==> src/rtl/dmem_subword_ctrl.sv <==
// dmem_subword_ctrl: word/half/byte load-store sequencer over a word-wide sync-read memory.
// Define DMEM_ALIGN_CHECK_EN to add the err port and reject misaligned accesses.
module dmem_subword_ctrl #(
  parameter int AW = 6
) (
  input  logic          clk,
  input  logic          reset,
  input  logic          req,
  input  logic          we,
  input  logic [1:0]    ctrl,
  input  logic [31:0]   a,
  input  logic [31:0]   wd,
  output logic [31:0]   rd,
  output logic          stall,
`ifdef DMEM_ALIGN_CHECK_EN
  output logic          err,
`endif
  output logic          mem_re,
  output logic          mem_we,
  output logic [AW-1:0] mem_a,
  output logic [31:0]   mem_wd,
  input  logic [31:0]   mem_rd
);
  typedef enum logic [1:0] {IDLE, LD_RSP, ST_RMW} state_t;
  state_t r_state, w_next;
  logic [1:0] r_lane, r_ctrl;
  logic [AW-1:0] r_addr;
  logic [15:0] r_wd;
  logic w_mis, w_go, w_word_st, w_unused;
  logic [7:0] w_byte;
  logic [15:0] w_half;
  logic [31:0] w_mask, w_ins;
`ifdef DMEM_ALIGN_CHECK_EN
  assign w_mis = (ctrl == 2'b01 && a[0]) || (ctrl == 2'b00 && a[1:0] != 2'b00);
  assign err = !reset && r_state == IDLE && req && w_mis;
`else
  assign w_mis = 1'b0;
`endif
  assign w_unused = ^a[31:AW+2];
  assign w_go = !reset && r_state == IDLE && req && !w_mis;
  assign w_word_st = we && ctrl == 2'b00;
  assign w_byte = 8'(mem_rd >> {r_lane, 3'b000});
  assign w_half = r_lane[1] ? mem_rd[31:16] : mem_rd[15:0];
  // merge mask/data for the read-modify-write lane replacement
  assign w_mask = r_ctrl == 2'b01 ? (r_lane[1] ? 32'hFFFF_0000 : 32'h0000_FFFF)
                                  : 32'h0000_00FF << {r_lane, 3'b000};
  assign w_ins = r_ctrl == 2'b01 ? {2{r_wd}} : {4{r_wd[7:0]}};
  always_comb begin
    w_next = r_state;
    stall = 1'b0;
    mem_re = 1'b0;
    mem_we = 1'b0;
    mem_wd = '0;
    mem_a = '0;
    rd = '0;
    if (!reset) begin
      mem_a = r_state == ST_RMW ? r_addr : a[AW+1:2];
      if (w_go && w_word_st) begin
        mem_we = 1'b1;
        mem_wd = wd;
      end else if (w_go) begin
        mem_re = 1'b1;
        stall = 1'b1;
        w_next = we ? ST_RMW : LD_RSP;
      end
      if (r_state == LD_RSP) begin
        rd = r_ctrl == 2'b00 ? mem_rd
           : r_ctrl == 2'b01 ? {{16{w_half[15]}}, w_half}
           : {{24{w_byte[7] & ~r_ctrl[0]}}, w_byte};
        w_next = IDLE;
      end
      if (r_state == ST_RMW) begin
        mem_we = 1'b1;
        mem_wd = (mem_rd & ~w_mask) | (w_ins & w_mask);
        w_next = IDLE;
      end
    end
  end
  always_ff @(posedge clk) begin
    if (reset) begin
      r_state <= IDLE;
      r_lane <= '0;
      r_ctrl <= '0;
      r_addr <= '0;
      r_wd <= '0;
    end else begin
      r_state <= w_next;
      if (w_go && !w_word_st) begin
        r_lane <= a[1:0];
        r_ctrl <= ctrl;
        r_addr <= a[AW+1:2];
        r_wd <= wd[15:0];
      end
    end
  end
endmodule
==> config.mk <==
export PLATFORM = sky130hd
export DESIGN_NAME = dmem_subword_ctrl
export DESIGN_NICKNAME = d
export VERILOG_FILES = /design/src/rtl/dmem_subword_ctrl.sv
export SDC_FILE = /design/constraint.sdc
export NUM_CORES = 1
export LEC_CHECK = 0
export ABC_AREA = 1
export CORE_ASPECT_RATIO = 0.5
export CORE_MARGIN = 3
export CORE_UTILIZATION = 34
export DETAILED_ROUTE_END_ITERATION = 7
export PLACE_DENSITY = 0.84
export SYNTH_ARGS = -nofsm -noshare
export SYNTH_HDL_FRONTEND = slang
export SYNTH_SLANG_ARGS = --single-unit
export TNS_END_PERCENT = 10
==> constraint.sdc <==
create_clock -name clk -period 1.3 [get_ports clk]
set_input_delay 0.195 -clock clk [delete_from_list [all_inputs] [get_ports clk]]
set_output_delay 0.195 -clock clk [all_outputs]
set_load 0.01 [all_outputs]
Word-level counts from Yosys, hierarchy flattened
Cells that the tools add are included.
{"block": "totals", "register_bits": 28, "output_inout_bits": 73}
{"block": "classes", "n_mux": 20, "reduce_logical": 12, "n_shift": 2, "bitwise": 7, "n_eq_ne": 3}
{"operator": "$mux 32", "count": 10}
{"operator": "$and 32x32->32", "count": 2}
{"operator": "$not 32->32", "count": 1}
{"operator": "$or 32x32->32", "count": 1}
{"operator": "$shl 8x5->32 const A", "count": 1}
{"operator": "$shr 32x5->8", "count": 1}
{"operator": "$mux 16", "count": 1}
{"operator": "$mux 6", "count": 2}
{"operator": "$logic_not 2->1", "count": 3}
{"operator": "$mux 1", "count": 6}
{"operator": "$logic_and 1x1->1", "count": 5}
{"operator": "$eq 2x1->1 const B", "count": 2}
{"operator": "$reduce_or 3->1", "count": 1}
{"operator": "$eq 2x2->1 const B", "count": 1}
{"operator": "$logic_not 1->1", "count": 2}
{"operator": "$mux 2", "count": 1}
{"operator": "$not 1->1", "count": 2}
{"operator": "$reduce_and 2->1", "count": 1}
{"operator": "$and 1x1->1", "count": 1}

Longest topological paths before layout
{"block": "depth", "depth_word": 7, "depth_mapped": 10}

Worst setup path before layout
OpenSTA, ideal clock, no wires.
{"block": "synth_path", "kind": "register to output", "from": "register r_state[0]", "to": "output rd[10]", "arrival_ps": 1242, "path_buffers": 1, "path_stages_with_launch": 8, "slack_ps": -137, "path_cell_list": "dfxtp_1 inv_2 nor2_1 inv_2 nor2_4 clkbuf_4 o21ai_0 a21oi_1"}
{"block": "synth_via", "elab_chain_len": 3}
{"element": "start: declaration", "line_no": "25", "source": "state_t r_state, w_next;"}
{"element": "start signal: assignment", "line_no": "87", "source": "r_state <= w_next;"}
{"element": "$eq 2x1->1", "line_no": "66", "source": "if (r_state == LD_RSP) begin"}
{"element": "$mux 32", "line_no": "66"}
{"element": "$mux 32", "line_no": "56", "source": "if (!reset) begin"}
{"element": "end: declaration", "line_no": "13", "source": "output logic [31:0] rd,"}
Every way passes these cells.

Worst setup path after layout
{"block": "layout_path", "from": "input mem_rd[7]", "to": "output rd[15]"}
{"block": "layout_via", "elab_chain_len": 6}
{"element": "start: declaration", "line_no": "22", "source": "input logic [31:0] mem_rd"}
{"element": "$shr 32x5->8", "line_no": "42", "source": "assign w_byte = 8'(mem_rd >> {r_lane, 3'b000});"}
{"element": "$and 1x1->1", "line_no": "69", "source": ": {{24{w_byte[7] & ~r_ctrl[0]}}, w_byte};"}
{"element": "$mux 32", "line_no": "68", "source": ": r_ctrl == 2'b01 ? {{16{w_half[15]}}, w_half}"}
{"element": "$mux 32", "line_no": "67", "source": "rd = r_ctrl == 2'b00 ? mem_rd"}
{"element": "$mux 32", "line_no": "66"}
{"element": "$mux 32", "line_no": "56"}
Every way passes these cells.

==> summary.txt <==
Utilization of the core after routing -> 0.7055
Arrival time of data at the critical path endpoint -> 1.72 ns
Commonest cells after routing, fill and taps aside -> 101 x sky130_fd_sc_hd__nor2_1, 79 x sky130_fd_sc_hd__nand2_1, 76 x sky130_fd_sc_hd__buf_4
Cell with the largest stage delay on the worst path -> sky130_fd_sc_hd__clkdlybuf4s50_1
First-pass GRT wire length -> 21.07 mm
Number of cells produced by synthesis -> 509
Delay contributed by the slowest stage of the critical path -> 0.52 ns
Number of clock sinks -> 28
Setup repair after global routing missed its margin -> yes
Summed instance area of the synthesized netlist -> 2846 µm²
Aggregate routed wire length -> 13.76 mm
Number of top-level pins -> 175
Violated checks -> setup timing
Power density cells -> 664.5 nW/µm²
Skew-Pair Late Insertion Delay -> 0.27 ns
Proportion of synthesized chip area in sequential cells -> 0.1969
Count of endpoints failing setup in the final report -> 99
Hold slack final -> 0.4561 ns
Data required time at the worst endpoint -> 1.11 ns
Final critical-path required period -> 1.916 ns
Top achievable clock speed -> 522.0 MHz
Final nets -> 837
Max FO, Critical Path -> 7
Site Rows -> 22
Post-synthesis net count -> 611
Routed wirelength normalized by instance count -> 16.34 µm
Growth of design area from synthesis to finish -> 91.03%
Worst-case clock skew -> 0.002893 ns
Cts-stage hold buffer count -> 0
Min-Delay Path Class -> primary input to flop
Most numerous cell on the critical path -> sky130_fd_sc_hd__nand2_2
Via Count -> 4450
Core ar. -> 7707 µm²
Routed via count divided by cell count -> 5.285
Count of yosys warnings during synthesis -> 0
Worst voltage drop across the vdd grid -> 0.5312 mV
Total CTS buffers -> 3
CTS clock-pin slew for the worst setup and hold paths -> 0.07 ns
Detailed router's first-iteration violation count -> 459
Cells along the critical path -> clkdlybuf4s50_1, nand2_2, nand2_2, nand2_2, nand2_2, nand2_2, nand2_2, nand2_4, buf_4, a21oi_1, buf_2
Final estimated routing congestion in global placement -> 0.9590
Number of storage elements in the synthesis netlist -> 28
Port Buffer Count -> 150
Outcome -> finished, violations left
Portion of the clock cycle consumed by the worst path in the final layout -> 1.474
Category of the worst setup path launch point -> primary input
Final number of hold-violating endpoints -> 0
Post-DP HPWL -> 9.827 mm
Top area cells in the synthesized netlist -> sky130_fd_sc_hd__dfxtp_1 20%, sky130_fd_sc_hd__nor2_1 15%, sky130_fd_sc_hd__o21ai_0 14%, sky130_fd_sc_hd__nand2_1 12%, sky130_fd_sc_hd__a21oi_1 10%
Total overflow reported by the global router -> 0
Largest area contributor in the netlist -> sky130_fd_sc_hd__dfxtp_1
Chip Height -> 70.70 µm
Die footprint -> 9573 µm²
Sort of element at the end of the critical path -> primary output
Root buffer selected by CTS -> sky130_fd_sc_hd__clkbuf_16
Portion of synthesized cell area occupied by the leading cell type -> 0.1969
Residual DRC count -> 0
Width of the chip -> 135.4 µm
Antenna violations before repair -> 0
Maximum number of buffers from clock root to sink -> 2
Slew at the pin closest to its max-slew limit -> 0.4538 ns
Count of inserted antenna diode cells -> 0
Final Max Tran Viols -> 0
First-pass detailed-route iteration total -> 6
Final Worst Setup Slack -> -0.6159 ns
Number of violations of the max-capacitance limit -> 0
Share of cells above drive strength 1 -> 0.3733
Static leakage -> 0.002487 µW
Vias in the first global route -> 4081
Worst Path Class, Setup -> primary input to primary output
Yosys cell types -> 28
Htree depth -> 1
Commonest non-fill, non-tap cell in the layout -> sky130_fd_sc_hd__nor2_1
Filler instances -> 594
Initial core utilization -> 0.3693
Syn Area/Cell -> 5.592 µm²
Max-Slew Margin vs Limit -> 0.6943
Post-route antenna net violation count -> 0
Largest net degree at the start of global routing -> 57
GRT Resource Usage Total -> 0.2705
TritonCTS clock tree -> yes
stage by stage:
| step | total power [µW] | cells | area, µm² | worst slack (ns) | setup TNS (ns) |
|---|---|---|---|---|---|
| global route | 3774 | 842 | 5438 | -0.6735 | -43.37 |
| detailed placement | 2456 | 817 | 5114 | -1.001 | -74.25 |
| floorplan | 1683 | 509 | 2989 | -0.06180 | -2.553 |
| CTS | 3497 | 838 | 5346 | -0.5843 | -34.04 |
| finish | 3613 | 842 | 5438 | -0.6159 | -35.77 |
| global placement | 2437 | 817 | 5114 | -0.9690 | -71.93 |
sequential cells by signal (all words and copies together) (netlist names):
register	count
r_addr	6
r_ctrl	2
r_lane	2
r_state	2
r_wd	16
final cells by class:
cell class	instances	area (µm²)	area share
multi-input cells	402	2197	0.4040
repair buffers	254	2235	0.4110
clock inverters	1	30.03	0.005522
well taps	108	135.1	0.02485
inverters	46	190.2	0.03497
clock buffers	3	75.07	0.01381
flip-flops and latches	28	575.6	0.1058
critical path, delay by kind of cell:
kind	cells	cell delay [ns]
simple gates	7	0.56
buf+inv	3	0.85
compound gates	1	0.11
power by group:
group / switching, µW / leakage (µW) / internal [µW]
clock: 316 / 0.0000511 / 614
combinational: 894 / 0.00220 / 823
sequential: 45.6 / 0.000234 / 922
kinds of logic after synthesis:
family	Yosys count	synth area share
buffers and inverters	80	0.1354
flip-flops	28	0.1969
AO/OA/AOI/OAI	175	0.3393
AND/OR/NAND/NOR	226	0.3284
per-layer routing:
| metal | global-route usage | routed length [µm] | vias to the layer above |
|---|---|---|---|
| met5 | 0 | 0 | - |
| met4 | 0.06034 | 284 | 0 |
| met3 | 0.05398 | 1285 | 35 |
| met2 | 0.4708 | 6647 | 237 |
| met1 | 0.3487 | 5539 | 2038 |
| li1 | - | - | 2140 |
worst paths after layout:
path	from	endpoint	slack [ns]	cells past startpoint
worst max-delay path	mem_rd[7]	rd[15]	-0.62	11
worst min-delay path	we	r_state[0]$_SDFFE_PP0P_	0.46	4
worst max register to register	r_state[0]$_SDFFE_PP0P_	r_ctrl[0]$_SDFFE_PP0P_	-0.17	6
worst min register to register	r_addr[5]$_SDFFE_PP0P_	r_addr[5]$_SDFFE_PP0P_	0.49	2
cells in the mapped netlist (all sizes together):
cell / instances
nor2: 120
nand2: 99
o21ai: 83
a21oi: 60
inv: 46
dfxtp: 28
o211ai: 27
buf: 23
clkbuf: 11
nand3: 3
a31oi: 2
nor3: 2
o22ai: 2
or2: 2
a21boi: 1
what timing repair did:
| action | CTS | global route |
|---|---|---|
| pin swaps | 18 | 20 |
| setup endpoints to repair | 101 | 101 |
| gates cloned | 5 | 0 |
| gates resized for setup | 332 | 59 |
| setup buffers | 12 | 5 |
No activity file was read; power rests on OpenSTA's default activity.
